$ cat config.mk
export PLATFORM = sky130hd
export DESIGN_NAME = cdb_arbiter_flat
export DESIGN_NICKNAME = d
export VERILOG_FILES = /design/src/rtl/cdb_arbiter_if.sv /design/src/rtl/cdb_arbiter.sv /design/src/flat_wrapper.sv
export SDC_FILE = /design/constraint.sdc
export NUM_CORES = 1
export LEC_CHECK = 0
export ABC_AREA = 0
export BUFFER_PORTS_ARGS = -buffer_cell sky130_fd_sc_hd__buf_2
export CAP_MARGIN = 20
export CORE_AREA = 8 8 215 217
export CTS_CLUSTER_DIAMETER = 80
export CTS_CLUSTER_SIZE = 16
export DETAILED_ROUTE_END_ITERATION = 10
export DIE_AREA = 0 0 223 225
export PLACE_DENSITY = 0.4
export SLEW_MARGIN = 20
export SYNTH_ARGS = -nofsm -noshare
export SYNTH_HDL_FRONTEND = slang
export SYNTH_SLANG_ARGS = --single-unit
$ cat constraint.sdc
create_clock -name clk_in -period 7.2 [get_ports clk_in]
set_input_delay 1.8 -clock clk_in [delete_from_list [all_inputs] [get_ports clk_in]]
set_output_delay 1.8 -clock clk_in [all_outputs]
set_load 0.01 [all_outputs]
$ cat src/rtl/cdb_arbiter_if.sv
// rtl/cdb_arbiter_if.sv - producer result inputs, per-source stalls and broadcast bus of the CDB arbiter
interface cdb_arbiter_if #(
    parameter int ROB_WIDTH = 4
);
    logic                 done_alu_1;
    logic                 done_alu_2;
    logic                 done_lsb;
    logic [31:0]          value_alu_1;
    logic [31:0]          value_alu_2;
    logic [31:0]          value_lsb;
    logic [ROB_WIDTH-1:0] tag_alu_1;
    logic [ROB_WIDTH-1:0] tag_alu_2;
    logic [ROB_WIDTH-1:0] tag_lsb;
    logic                 stall_alu_1;
    logic                 stall_alu_2;
    logic                 stall_lsb;
    logic                 cdb_valid;
    logic [31:0]          cdb_value;
    logic [ROB_WIDTH-1:0] cdb_tag;
    logic [1:0]           cdb_src;

    modport master (
        output done_alu_1, done_alu_2, done_lsb,
        output value_alu_1, value_alu_2, value_lsb,
        output tag_alu_1, tag_alu_2, tag_lsb,
        input  stall_alu_1, stall_alu_2, stall_lsb,
        input  cdb_valid, cdb_value, cdb_tag, cdb_src
    );

    modport slave (
        input  done_alu_1, done_alu_2, done_lsb,
        input  value_alu_1, value_alu_2, value_lsb,
        input  tag_alu_1, tag_alu_2, tag_lsb,
        output stall_alu_1, stall_alu_2, stall_lsb,
        output cdb_valid, cdb_value, cdb_tag, cdb_src
    );
endinterface

$ cat src/rtl/cdb_arbiter.sv
// rtl/cdb_arbiter.sv - round-robin common-data-bus arbiter with per-source result queues
// Optional macro CDB_ARBITER_BYPASS_EN: an empty source's result may go straight onto the bus.
module cdb_arbiter #(
    parameter int ROB_WIDTH = 4,
    parameter int Q_WIDTH   = 1
) (
    input  logic         clk_in,
    input  logic         rst_in,
    input  logic         rdy_in,
    input  logic         clear_signal,
    cdb_arbiter_if.slave bus
);
    localparam int DEPTH = 2 ** Q_WIDTH;
    localparam int CW    = Q_WIDTH + 1;
    localparam int EW    = 32 + ROB_WIDTH;
    localparam logic [CW-1:0] FULL_CNT = CW'(DEPTH);

    logic [EW-1:0]        mem_q  [3][DEPTH];
    logic [Q_WIDTH-1:0]   head_q [3];
    logic [Q_WIDTH-1:0]   head_d [3];
    logic [Q_WIDTH-1:0]   tail_q [3];
    logic [Q_WIDTH-1:0]   tail_d [3];
    logic [CW-1:0]        cnt_q  [3];
    logic [CW-1:0]        cnt_d  [3];
    logic [1:0]           rr_q, rr_d;
    logic                 cdb_valid_q, cdb_valid_d;
    logic [31:0]          cdb_value_q, cdb_value_d;
    logic [ROB_WIDTH-1:0] cdb_tag_q, cdb_tag_d;
    logic [1:0]           cdb_src_q, cdb_src_d;

    logic [2:0]           done, full, req, push, pop;
    logic [EW-1:0]        in_entry [3];
    logic                 grant, byp;
    logic [1:0]           win;
    logic [EW-1:0]        win_entry;

    function automatic logic [1:0] rr_add(input logic [1:0] base, input logic [1:0] off);
        logic [2:0] s;
        s = {1'b0, base} + {1'b0, off};
        if (s >= 3'd3) s = s - 3'd3;
        return s[1:0];
    endfunction

    always_comb begin
        done        = {bus.done_lsb, bus.done_alu_2, bus.done_alu_1};
        in_entry[0] = {bus.value_alu_1, bus.tag_alu_1};
        in_entry[1] = {bus.value_alu_2, bus.tag_alu_2};
        in_entry[2] = {bus.value_lsb, bus.tag_lsb};
    end

    always_comb begin
        full = '0;
        req  = '0;
        for (int i = 0; i < 3; i++) begin
            full[i] = (cnt_q[i] == FULL_CNT);
`ifdef CDB_ARBITER_BYPASS_EN
            req[i]  = (cnt_q[i] != '0) || done[i];
`else
            req[i]  = (cnt_q[i] != '0);
`endif
        end
    end

    // Scan from lowest priority to highest so the highest-priority requester is written last.
    always_comb begin
        grant = 1'b0;
        win   = rr_q;
        for (int k = 2; k >= 0; k--) begin
            if (req[rr_add(rr_q, 2'(k))]) begin
                grant = 1'b1;
                win   = rr_add(rr_q, 2'(k));
            end
        end
    end

    always_comb begin
        byp = 1'b0;
`ifdef CDB_ARBITER_BYPASS_EN
        byp = grant && (cnt_q[win] == '0);
`endif
        win_entry = byp ? in_entry[win] : mem_q[win][head_q[win]];
        push = '0;
        pop  = '0;
        for (int i = 0; i < 3; i++) begin
            pop[i]  = grant && !byp && (win == 2'(i));
            push[i] = done[i] && !clear_signal && !full[i] && !(byp && (win == 2'(i)));
        end
    end

    always_comb begin
        rr_d        = rr_q;
        cdb_valid_d = cdb_valid_q;
        cdb_value_d = cdb_value_q;
        cdb_tag_d   = cdb_tag_q;
        cdb_src_d   = cdb_src_q;
        for (int i = 0; i < 3; i++) begin
            head_d[i] = head_q[i];
            tail_d[i] = tail_q[i];
            cnt_d[i]  = cnt_q[i];
        end
        if (rdy_in) begin
            if (clear_signal) begin
                for (int i = 0; i < 3; i++) begin
                    head_d[i] = '0;
                    tail_d[i] = '0;
                    cnt_d[i]  = '0;
                end
                cdb_valid_d = 1'b0;
                rr_d        = 2'd0;
            end else begin
                cdb_valid_d = grant;
                if (grant) begin
                    cdb_value_d = win_entry[EW-1:ROB_WIDTH];
                    cdb_tag_d   = win_entry[ROB_WIDTH-1:0];
                    cdb_src_d   = win;
                    rr_d        = rr_add(win, 2'd1);
                end
                for (int i = 0; i < 3; i++) begin
                    if (push[i]) tail_d[i] = tail_q[i] + 1'b1;
                    if (pop[i])  head_d[i] = head_q[i] + 1'b1;
                    cnt_d[i] = cnt_q[i] + CW'(push[i]) - CW'(pop[i]);
                end
            end
        end
    end

    always_ff @(posedge clk_in) begin
        if (!rst_in) begin
            rr_q        <= 2'd0;
            cdb_valid_q <= 1'b0;
            cdb_value_q <= '0;
            cdb_tag_q   <= '0;
            cdb_src_q   <= 2'd0;
            for (int i = 0; i < 3; i++) begin
                head_q[i] <= '0;
                tail_q[i] <= '0;
                cnt_q[i]  <= '0;
            end
        end else begin
            rr_q        <= rr_d;
            cdb_valid_q <= cdb_valid_d;
            cdb_value_q <= cdb_value_d;
            cdb_tag_q   <= cdb_tag_d;
            cdb_src_q   <= cdb_src_d;
            for (int i = 0; i < 3; i++) begin
                head_q[i] <= head_d[i];
                tail_q[i] <= tail_d[i];
                cnt_q[i]  <= cnt_d[i];
            end
        end
    end

    always_ff @(posedge clk_in) begin
        for (int i = 0; i < 3; i++) begin
            if (rst_in && rdy_in && push[i]) mem_q[i][tail_q[i]] <= in_entry[i];
        end
    end

    assign bus.stall_alu_1 = full[0];
    assign bus.stall_alu_2 = full[1];
    assign bus.stall_lsb   = full[2];
    assign bus.cdb_valid   = cdb_valid_q;
    assign bus.cdb_value   = cdb_value_q;
    assign bus.cdb_tag     = cdb_tag_q;
    assign bus.cdb_src     = cdb_src_q;
endmodule

$ cat src/flat_wrapper.sv
// flat-port wrapper written by rule: the top's interface ports become plain ports
module cdb_arbiter_flat 
#(
    parameter int ROB_WIDTH = 4,
    parameter int Q_WIDTH   = 1
)
  (clk_in, rst_in, rdy_in, clear_signal, bus_done_alu_1, bus_done_alu_2, bus_done_lsb, bus_value_alu_1, bus_value_alu_2, bus_value_lsb, bus_tag_alu_1, bus_tag_alu_2, bus_tag_lsb, bus_stall_alu_1, bus_stall_alu_2, bus_stall_lsb, bus_cdb_valid, bus_cdb_value, bus_cdb_tag, bus_cdb_src);
  cdb_arbiter_if #(.ROB_WIDTH(ROB_WIDTH)) bus_i ();
  input  logic clk_in;
  input  logic rst_in;
  input  logic rdy_in;
  input  logic clear_signal;
  input wire logic [$bits(bus_i.done_alu_1)-1:0] bus_done_alu_1;
  input wire logic [$bits(bus_i.done_alu_2)-1:0] bus_done_alu_2;
  input wire logic [$bits(bus_i.done_lsb)-1:0] bus_done_lsb;
  input wire logic [$bits(bus_i.value_alu_1)-1:0] bus_value_alu_1;
  input wire logic [$bits(bus_i.value_alu_2)-1:0] bus_value_alu_2;
  input wire logic [$bits(bus_i.value_lsb)-1:0] bus_value_lsb;
  input wire logic [$bits(bus_i.tag_alu_1)-1:0] bus_tag_alu_1;
  input wire logic [$bits(bus_i.tag_alu_2)-1:0] bus_tag_alu_2;
  input wire logic [$bits(bus_i.tag_lsb)-1:0] bus_tag_lsb;
  output wire logic [$bits(bus_i.stall_alu_1)-1:0] bus_stall_alu_1;
  output wire logic [$bits(bus_i.stall_alu_2)-1:0] bus_stall_alu_2;
  output wire logic [$bits(bus_i.stall_lsb)-1:0] bus_stall_lsb;
  output wire logic [$bits(bus_i.cdb_valid)-1:0] bus_cdb_valid;
  output wire logic [$bits(bus_i.cdb_value)-1:0] bus_cdb_value;
  output wire logic [$bits(bus_i.cdb_tag)-1:0] bus_cdb_tag;
  output wire logic [$bits(bus_i.cdb_src)-1:0] bus_cdb_src;
  assign bus_i.done_alu_1 = bus_done_alu_1;
  assign bus_i.done_alu_2 = bus_done_alu_2;
  assign bus_i.done_lsb = bus_done_lsb;
  assign bus_i.value_alu_1 = bus_value_alu_1;
  assign bus_i.value_alu_2 = bus_value_alu_2;
  assign bus_i.value_lsb = bus_value_lsb;
  assign bus_i.tag_alu_1 = bus_tag_alu_1;
  assign bus_i.tag_alu_2 = bus_tag_alu_2;
  assign bus_i.tag_lsb = bus_tag_lsb;
  assign bus_stall_alu_1 = bus_i.stall_alu_1;
  assign bus_stall_alu_2 = bus_i.stall_alu_2;
  assign bus_stall_lsb = bus_i.stall_lsb;
  assign bus_cdb_valid = bus_i.cdb_valid;
  assign bus_cdb_value = bus_i.cdb_value;
  assign bus_cdb_tag = bus_i.cdb_tag;
  assign bus_cdb_src = bus_i.cdb_src;
  cdb_arbiter #(.ROB_WIDTH(ROB_WIDTH), .Q_WIDTH(Q_WIDTH)) u_core (.clk_in(clk_in), .rst_in(rst_in), .rdy_in(rdy_in), .clear_signal(clear_signal), .bus(bus_i));
endmodule
# Yosys cells after proc, flatten, opt, wreduce, memory -nomap -nowiden
# Memories as Yosys holds them, arrays and structs flattened.
# Cells that the tools add are included.
[totals]
reg_bits = 41
ram_bits = 228
inputBits = 115
output_inout_bits = 42
wordCells = 145
memories = 4
[classes]
add_sub_neg = 19
n_lt_le_gt_ge = 14
n_eq_ne = 5
n_mux = 57
n_bitwise = 14
n_reduce_logical = 27
[memory_table]
columns = ["name", "depth", "width", "read_ports", "rd_clocked_by_memory_dff", "write_ports", "line", "text"]
rows = [
  ["u_core.mem_q", 3, 72, 1, 0, 3, "cdb_arbiter.sv:18", "logic [EW-1:0] mem_q [3][DEPTH];"],
  ["u_core.cnt_q", 3, 2, 3, 0, 3, "cdb_arbiter.sv:23", "logic [CW-1:0] cnt_q [3];"],
  ["u_core.head_q", 3, 1, 4, 0, 3, "cdb_arbiter.sv:19", "logic [Q_WIDTH-1:0] head_q [3];"],
  ["u_core.tail_q", 3, 1, 3, 0, 3, "cdb_arbiter.sv:21", "logic [Q_WIDTH-1:0] tail_q [3];"],
]
[ops]
columns = ["op", "count"]
rows = [
  ["$mux W36", 6],
  ["$mux W72", 3],
  ["$demux W36 S1", 3],
  ["$mux W1", 24],
  ["$mux W2", 12],
  ["$logic_and A1 B1 Y1", 16],
  ["$mux W3", 4],
  ["$mux W6", 2],
  ["$ge A2 B2 Y1 const B", 5],
  ["$ge A3 B2 Y1 const B", 3],
  ["$lt A2 B3 Y1 const B", 3],
  ["$or A1 B1 Y1", 9],
  ["$eq A2 B2 Y1 const B", 4],
  ["$not A1 Y2", 4],
  ["$reduce_bool A2 Y1", 4],
  ["$sub A2 B2 Y2 const B", 4],
  ["$add A1 B1 Y1 const B", 6],
  ["$add A2 B1 Y2", 3],
  ["$add A2 B1 Y3 const B", 2],
  ["$bmux W1 S2", 3],
  ["$lt A2 B1 Y1 const B", 3],
  ["$sub A2 B1 Y2", 3],
  ["$logic_not A1 Y1", 4],
  ["$add A2 B2 Y3 const B", 1],
  ["other kinds (5)", 5],
]

# Depth between registers and ports, before layout
# Gate-level depths: netlist of the first run.
[logic_depth]
ltp_word = 14
depth_mapped = 20
ltp_nobuf = 16

# Least setup slack after synthesis of the first run
# Ideal clock, no wire load.
[synth_path]
path_kind = "input -> register"
startpoint = "in rdy_in"
endpoint = "mem u_core.mem_q[0][36] in the netlist's numbering (enable)"
setup_time_ps = 429
t_arrival_ps = 3905
required_time_ps = 6771
setup_slack_ps = 2866
stages = 4
n_path_buf = 0
path_cell_list = "nor2b_1 -> and2_1 -> nand2_1 -> nor2_1"
[synth_rtl]
columns = ["item", "line", "text"]
rows = [
  ["from (decl)", "flat_wrapper.sv:11", "input logic rdy_in;"],
  ["to (decl)", "cdb_arbiter.sv:18", ""],
]

# Final worst setup path of the first run
[layout_path]
startpoint = "reg u_core.rr_q[0]"
endpoint = "reg u_core.cdb_value_q[28] (netlist: u_core.bus.cdb_value[28])"
[layout_between]
elab_chain_len = 13
word_cells_on_any_way = 30
classes_between = "5 x add/sub; 3 x order compare; 18 x mux; 1 x bitwise; 1 x reduce/logical; 2 x memory"
[layout_lines]
columns = ["item", "line", "text"]
rows = [
  ["from (decl)", "cdb_arbiter.sv:25", "logic [1:0] rr_q, rr_d;"],
  ["from (signal assigned)", "cdb_arbiter.sv:140", "rr_q <= rr_d;"],
  ["$add A2 B2 Y3", "cdb_arbiter.sv:39", "s = {1'b0, base} + {1'b0, off};"],
  ["$ge A3 B2 Y1 / $sub A2 B2 Y2 (equally long branches)", "cdb_arbiter.sv:40", "if (s >= 3'd3) s = s - 3'd3;"],
  ["$mux W2", "cdb_arbiter.sv:40", ""],
  ["$bmux W1 S2", "cdb_arbiter.sv:69", "if (req[rr_add(rr_q, 2'(k))]) begin"],
  ["$mux W1 (not written as such)", "cdb_arbiter.sv:69", ""],
  ["$mux W2 (3 in series)", "cdb_arbiter.sv:69", ""],
  ["$mem_v2 Z3 W1", "n/a", ""],
  ["$not A1 Y2 (not written as such)", "cdb_arbiter.sv:81", "win_entry = byp ? in_entry[win] : mem_q[win][head_q[win]];"],
  ["$mux W36 (not written as such) (3 in series)", "cdb_arbiter.sv:81", ""],
  ["to (signal assigned)", "cdb_arbiter.sv:142", "cdb_value_q <= cdb_value_d;"],
  ["to (decl)", "cdb_arbiter.sv:27", "logic [31:0] cdb_value_q, cdb_value_d;"],
]
# Parallel ways exist; a longest one is shown, timed or not. The select of a mux whose other input is x is not followed.
# A chain may end at the register's enable or synchronous reset.

==> impl_metrics.toml, run 1 <==
[placed_design]
dp_hpwl_um = 19300
io_buffers = 156
place_congestion = 0.731
placed_area_um2 = 11800

[cts]
cts_tree = "done"
holdBufCountCts = 0
ctsResizeCount = 0
htree_num_levels = 1
clockRootBuffer = "clkbuf_16"
cts_sinks = 269
clockBufferDepth = 3
post_cts_buffers = 0
clkTransAtPathRegs_ns = 0.08
cts_inserted_buffers = 22
worstSkewPairLatency_ns = 0.55

[synth]
synthFlopType = "edfxtp_1"
ys_seq_area_share_pct = 71.7
ys_ff_latch = 269
ys_warn_count = 0
synth_edf_count = 216
async_flop_share_pct = 0
synth.area.top_cells = "edfxtp_1 62%, dfxtp_1 10%, nand2_1 6.0%, o211ai_1 5.1%, nand3_1 3.6%"
synth.avg_cell_area_um2 = 12.7
synthTopCellsByCount = "216 x edfxtp_1, 168 x nand2_1, 75 x nand3_1, 72 x o211ai_1, 53 x dfxtp_1"
yosysUniqueCellTypes = 38
syn_area_um2 = 10500
syn_nets = 951
syn_inst = 828
synth_top_area_cell = "edfxtp_1"
synth.most_common_cell = "edfxtp_1"
synth_top_area_share_pct = 61.6

[drt]
num_vias = 6914
dr.pass1.iters = 5
ant_nets = 0
drt-total-wl_um = 31000
drcViolationCount = 0
drtIter0Drc = 407
wire_per_inst_um = 20.4
vias_per_cell = 4.55

[timing]
whs_ns = 0.503
min_period_ns = 3.99
fmax_ghz = 0.250
finalSetupViolCount = 0
skew_ns = 0.0368
relSlewSlack_pct = 34.7
hold_viol = 0
rsz0062_at_grt = "no"
setup_tns_ns = 0
drv_slew = 0
tightest_slew_ns = 0.979
timing.final.crit_share_pct = 55.5

[worst_hold_path]
whs_path_depth = 1
hp-class = "reg2reg"

[grt]
grt_overflow = 0
grt_max_degree = 82
grt_pass1_vias = 7068
grt.total_usage_pct = 12.0
antenna_found_initial = 3
grt_pass1_wl_um = 46000

[critical_path]
worstPathArrival_ns = 4.36
required_ns = 7.56
endpoint_kind = "flop"
crit_type = "reg2reg"
cp_max_fo = 81
cp-start-kind = "flop"
reg2reg_depth = 10

[cells_and_area]
drive_gt1_share_pct = 21.5
area_growth_pct = 19.5
fin_area_um2 = 12600
fin_nets = 1081

[power_and_ir_drop]
peakVddDrop_v = 0.000129
power_mw = 3.42
p_per_area_nw_per_um2 = 271
leakage_nw = 4.57

[floorplanning]
ios = 157
core_area_um2 = 42700
die_area_um2 = 50200
fp.dieW_um = 223
rows = 76
initial_core_util_pct = 24.7
die_h_um = 225

[status]
status = "completed"

[run]
cap_violations = 0
-- worst max-delay path, stage by stage, from the launching register on --
cell and delay, ns:
dfxtp_1 0.42, inv_1 0.07, ha_1 0.46, nor3_1 0.08
a211oi_1 0.39, o31a_2 0.63, buf_4 0.80, buf_4 0.56
nand3_1 0.16, o211ai_1 0.12, a31oi_1 0.10
-- per-layer routing --
metal  track usage (%)  vias up  part of all wire, %
li1                  -     3337                    -
met1              16.3     3380                   47
met2              19.5      155                   46
met3              2.75       36                  5.4
met4              2.23        6                  1.5
met5                 0        -                 0.13
-- cells in the final DEF (no fill, tap or decap), types with 8 or more instances in the layout --
cell / n
edfxtp_1: 216
nand2_1: 168
buf_2: 156
nand3_1: 75
o211ai_1: 72
dfxtp_1: 53
o21ai_0: 52
a31oi_1: 36
clkbuf_16: 22
nor2b_1: 15
nor2_1: 11
buf_4: 9
inv_1: 8
and2_1: 8
xor2_1: 8
ha_1: 8
-- through the flow --
step | util (%) | worst slack (ns) | cells
6_report | 29.5 | 3.21 | 1518
5_1_grt | 29.5 | 2.76 | 1517
4_1_cts | 29.5 | 3.13 | 1517
2_1_floorplan | - | 2.87 | 828
3_3_place_gp | 27.7 | 3.00 | 1480
3_5_place_dp | 27.7 | 2.95 | 1480
-- worst paths after layout --
kind | from | end | slack [ns]
worst max-delay path | u_core.rr_q[0] | u_core.bus.cdb_value[28] | 3.21
worst min register to register | u_core.bus.cdb_src[1] | u_core.bus.cdb_src[1] | 0.50
worst min-delay path | u_core.bus.cdb_src[1] | u_core.bus.cdb_src[1] | 0.50
worst max register to register | u_core.rr_q[0] | u_core.bus.cdb_value[28] | 3.21
-- power by group --
part           leakage, nW  switching, mW  internal (mW)
clock                0.350          0.576          0.683
combinational         1.84          0.280          0.145
sequential            2.38         0.0190           1.71
total                 4.57          0.874           2.54
-- final cells by class --
| type | instances | area [um^2] |
|---|---|---|
| Fill cell | 4341 | 30100 |
| Sequential cell | 269 | 7550 |
| Multi-Input combinational cell | 492 | 2740 |
| Timing Repair Buffer | 165 | 848 |
| Tap cell | 546 | 683 |
| Clock buffer | 29 | 577 |
| Clock inverter | 8 | 151 |
| Inverter | 8 | 30.0 |
| Antenna cell | 1 | 2.50 |
-- sequential cells by signal (all words and copies together) (netlist names) --
signal / count
u_core.head_q: 3
u_core.bus.cdb_src: 2
u_core.rr_q: 2
u_core.bus.cdb_tag: 4
u_core.bus.cdb_valid: 1
u_core.bus.cdb_value: 32
u_core.mem_q: 216
u_core.cnt_q: 6
u_core.tail_q: 3
-- kinds of logic after synthesis --
| family | Yosys count | share of synthesized area [%] |
|---|---|---|
| AOI/OAI and AO/OA | 184 | 11.7 |
| buffers and inverters | 67 | 2.83 |
| DFF | 269 | 71.7 |
| and+or+nand+nor | 290 | 12.0 |
| xor gates and xnor gates | 9 | 0.749 |
| adders and majority gates | 9 | 1.05 |
Power figures use the tool's default switching activity.
==> inputs of run 2 (changes only) <==
Clock period 7.2 ns to 3.9 ns, I/O delays scaled along.
==> run 2 against run 1 <==
  * Sequential cell count unchanged
  * Worst hold slack got worse by 0.0069 ns
  * Worst setup slack got worse by 2.5 ns
  * Largest cell class unchanged
  * Non-clock buffer count increased by 12
  * Critical path depth increased by 1
  * Combinational power increased by 89%
  * Fmax increased by 25%
  * Clock skew decreased by 0.020 ns
  * Die area unchanged
==> impl_metrics.toml, run 2 (synthesis results as in run 1) <==
[cells_and_area]
fin_cells = 1532
largest_reg_flops = 216
area_growth_pct = 20.8
most-common-layout-cells = "216 x edfxtp_1, 168 x nand2_1, 156 x buf_2"
layout_commonest_cell = "edfxtp_1"
drive_gt1_share_pct = 22.7
n_fill_cell = 4333
fin_nets = 1094
n_antenna_cell = 0

[floorplanning]
die_h_um = 225
fp.dieW_um = 223
ios = 157
initial_core_util_pct = 24.7
die_area_um2 = 50200
rows = 76
core_area_um2 = 42700

[timing]
setup_tns_ns = 0
relSlewSlack_pct = 32.0
drv_slew = 0
skew_ns = 0.0172
rsz0062_at_grt = "no"
timing.final.crit_share_pct = 82.1
min_period_ns = 3.20
fmax_ghz = 0.312
fin_ws_ns = 0.699
tightest_slew_ns = 1.02
hold_viol = 0
finalSetupViolCount = 0

[cts]
ctsResizeCount = 0
worstSkewPairLatency_ns = 0.54
clkTransAtPathRegs_ns = 0.07
htree_num_levels = 1
cts_inserted_buffers = 23
clockRootBuffer = "clkbuf_16"
post_cts_buffers = 0
holdBufCountCts = 0
cts_tree = "done"
cts_sinks = 269
clockBufferDepth = 3

[drt]
drcViolationCount = 0
drtIter0Drc = 367
dr.pass1.iters = 4
vias_per_cell = 4.54
drt-total-wl_um = 31400
num_vias = 6959
wire_per_inst_um = 20.5
ant_nets = 0

[placed_design]
place_inst = 1492
place_congestion = 0.703
io_buffers = 156
dp_hpwl_um = 19500
place_ws_ns = 0.667

[critical_path]
cp_cell_sequence = "inv_1 -> ha_1 -> nor3_1 -> a211o_1 -> a311oi_2 -> o21a_4 -> buf_4 -> nand2_1 -> nand3_1 -> o211ai_1 -> a31oi_1"
critPathBufInv = 2
critPathSlowestCell = "buf_4"
worstPathArrival_ns = 3.66
max_stage_delay_ns = 0.63
r2r_setup_slack_ns = 0.70
crit_family = "compound AO/OA/AOI/OAI gates"
endpoint_kind = "flop"
required_ns = 4.36
cp-start-kind = "flop"
crit_type = "reg2reg"
cp_max_fo = 64

[run]
cap_violations = 0

[grt]
grt_pass1_wl_um = 46400
grt_overflow = 0
grt.total_usage_pct = 12.2
antenna_found_initial = 4
grt_pass1_vias = 7049
grt_max_degree = 96

[power_and_ir_drop]
peakVddDrop_v = 0.000298
leakage_nw = 4.64
power_mw = 6.26
p_per_area_nw_per_um2 = 493

[status]
status = "completed"

[worst_hold_path]
hp-class = "reg2reg"
==> run 2: changes by cell type in the layout (fill, tap and decap cells not counted), sizes merged, moves of 2 or more <==
cell / change
buf: +12
bufinv: -2
inv: +3
clkbuf: +2
clkinv: -2
clkinvlp: +2
==> run 2: where the power goes <==
group | leakage [nW] | switching, mW | internal, mW
clock network | 0.340 | 1.07 | 1.19
registers | 2.38 | 0.0327 | 3.16
logic | 1.92 | 0.515 | 0.288
==> run 2: cell type report <==
cell class / count / area [um^2] / share of cell area [%]
Sequential cell: 269 / 7550 / 59.4
Multi-Input combinational cell: 492 / 2730 / 21.5
Timing Repair Buffer: 177 / 1010 / 7.97
Tap cell: 546 / 683 / 5.37
Clock buffer: 31 / 616 / 4.84
Clock inverter: 9 / 93.8 / 0.738
Inverter: 8 / 30.0 / 0.236
==> run 2: worst reg2reg max path, stage by stage, from the launching register on <==
cell      delay (ns)
dfxtp_1         0.35
inv_1           0.07
ha_1            0.39
nor3_1          0.11
a211o_1         0.29
a311oi_2        0.40
o21a_4          0.30
buf_4           0.64
nand2_1         0.18
nand3_1         0.12
o211ai_1        0.10
a31oi_1         0.19
==> run 2: worst paths after layout <==
path,start,to,cells past startpoint
max reg2reg,u_core.rr_q[0],u_core.bus.cdb_value[18],11
max,u_core.rr_q[0],u_core.bus.cdb_value[18],11
min reg2reg,u_core.bus.cdb_src[1],u_core.bus.cdb_src[1],1
min,u_core.bus.cdb_src[1],u_core.bus.cdb_src[1],1
==> run 2: through the flow <==
step / cell area [um^2] / hold slack, ns / utilization [%]
after floorplan: 10500 / 0.479 / -
after global placement: 12000 / 0.479 / 28.1
after detailed placement: 12000 / 0.487 / 28.1
after CTS: 12700 / 0.503 / 29.8
after global routing: 12700 / 0.541 / 29.8
final: 12700 / 0.496 / 29.8
==> run 2: per-layer routing <==
metal	GRT usage, %	wire length (um)	vias to the layer above
met3	2.68	1340	41
met5	0	52	-
li1	-	-	3361
met2	19.7	14500	153
met1	16.6	14900	3396
met4	2.78	626	8
==> inputs of run 3 (changes only) <==
Clock period 3.9 ns to 3.1 ns, I/O delays scaled along.
==> run 3 against run 2 <==
  * Fmax up 11%
  * Largest cell class unchanged
  * Total power is 27% higher
  * First-iteration DRC count shrank 6.5%
  * Design area rose by 1.7%
  * Wire length grew 0.26%
  * Global-route usage is essentially flat
  * Critical path depth up 1
  * Utilization rose by 0.52 points
  * Register-to-register slack got worse by 0.48 ns
==> impl_metrics.toml, run 3 (synthesis results as in run 1) <==
[cells_and_area]
fin_area_um2 = 12900
fin_nets = 1107
largest_reg_flops = 216
n_fill_cell = 4339
layout_commonest_cell = "edfxtp_1"
area_growth_pct = 22.9
drive_gt1_share_pct = 24.0
most-common-layout-cells = "216 x edfxtp_1, 168 x nand2_1, 156 x buf_2"
final_core_util_pct = 30.3

[grt]
grt_max_degree = 98
antenna_found_initial = 4
grt_pass1_vias = 7319
grt_overflow = 0
grt_pass1_wl_um = 46900
grt.total_usage_pct = 12.2

[floorplanning]
fp.dieW_um = 223
rows = 76
die_area_um2 = 50200
initial_core_util_pct = 24.7
die_h_um = 225
core_area_um2 = 42700
ios = 157

[critical_path]
crit_type = "reg2reg"
crit_family = "compound AO/OA/AOI/OAI gates"
cp_cell_sequence = "inv_1 -> ha_4 -> o21ba_2 -> o21ai_0 -> o21a_1 -> o31a_2 -> buf_4 -> buf_6 -> a31oi_4 -> buf_4 -> o211ai_1 -> a31oi_1"
critPathSlowestCell = "dfxtp_1"
max_stage_delay_ns = 0.41
required_ns = 3.55
cp_common_cell = "buf_4"
r2r_setup_slack_ns = 0.22
worstPathArrival_ns = 3.33
critPathBufInv = 4
endpoint_kind = "flop"
cp_max_fo = 33
cp-start-kind = "flop"

[status]
status = "completed"

[cts]
htree_num_levels = 1
cts_tree = "done"
clkTransAtPathRegs_ns = 0.07
cts_sinks = 269
clockBufferDepth = 3
clockRootBuffer = "clkbuf_16"
holdBufCountCts = 0
cts_inserted_buffers = 23
worstSkewPairLatency_ns = 0.53

[drt]
ant_nets = 0
drcViolationCount = 0
num_vias = 7043
vias_per_cell = 4.54
drtIter0Drc = 343
wire_per_inst_um = 20.3
dr.pass1.iters = 5
drt-total-wl_um = 31500

[timing]
drv_slew = 0
hold_viol = 0
tightest_slew_ns = 0.748
min_period_ns = 2.88
whs_ns = 0.427
skew_ns = 0.0111
timing.final.crit_share_pct = 92.9
finalSetupViolCount = 0
setup_tns_ns = 0
relSlewSlack_pct = 50.1
fmax_ghz = 0.347

[power_and_ir_drop]
power_mw = 7.94
peakVddDrop_v = 0.000338
p_per_area_nw_per_um2 = 614
leakage_nw = 4.73

[placed_design]
place_congestion = 0.803
placed_area_um2 = 12200
dp_hpwl_um = 20200
io_buffers = 156

[run]
cap_violations = 0

[worst_hold_path]
hp-class = "in2reg"
## run 3: final cells by class
cell class                      count  area [um^2]  area share, %
Tap cell                          546          683           5.28
Multi-Input combinational cell    492         2750           21.3
Antenna cell                        3         7.51         0.0580
Timing Repair Buffer              190         1200           9.26
Clock buffer                       33          613           4.74
Sequential cell                   269         7550           58.4
Clock inverter                      9          104          0.803
Inverter                            8         30.0          0.232
## run 3: stage by stage
stage,cells,setup WS (ns)
after floorplan,828,0.0200
after global placement,1505,0.0864
after detailed placement,1505,0.0714
after CTS,1547,0.0385
after global routing,1547,-0.00674
final,1550,0.219
## run 3: repair_timing
action                     CTS  global route
setup endpoints to repair    0            40
setup buffers                0             0
resized for setup            0             8
## run 3: per-layer routing
layer  track usage, %  up-vias  wire length [um]
met5                0        -                23
met2             20.6      167             14800
met1             16.2     3436             14600
met3             2.64       35              1620
met4             2.29        4               447
li1                 -     3401                 -
## run 3: final timing paths
check	end	from	depth (start not counted)
max	u_core.bus.cdb_value[13]	u_core.rr_q[0]	12
max reg2reg	u_core.bus.cdb_value[13]	u_core.rr_q[0]	12
min reg2reg	u_core.head_q[1]	u_core.head_q[1]	2
min	u_core.mem_q[1][23]	bus_value_alu_2[19]	1
## run 3: where the power goes
| part | switching, mW | total [mW] | leakage [nW] | internal (mW) |
|---|---|---|---|---|
| Clock | 1.38 | 2.87 | 0.345 | 1.50 |
| Sequential | 0.0478 | 4.03 | 2.38 | 3.98 |
| Combinational | 0.650 | 1.04 | 2.01 | 0.388 |
## run 3: worst register-to-register path, delay by kind of cell, from the launching register on
family / cells / cell delay (ns)
AO/OA/AOI/OAI: 7 / 1.34
adder cells (fa/ha/maj): 1 / 0.21
buffers and inverters: 4 / 0.84
flip-flops: 1 / 0.41
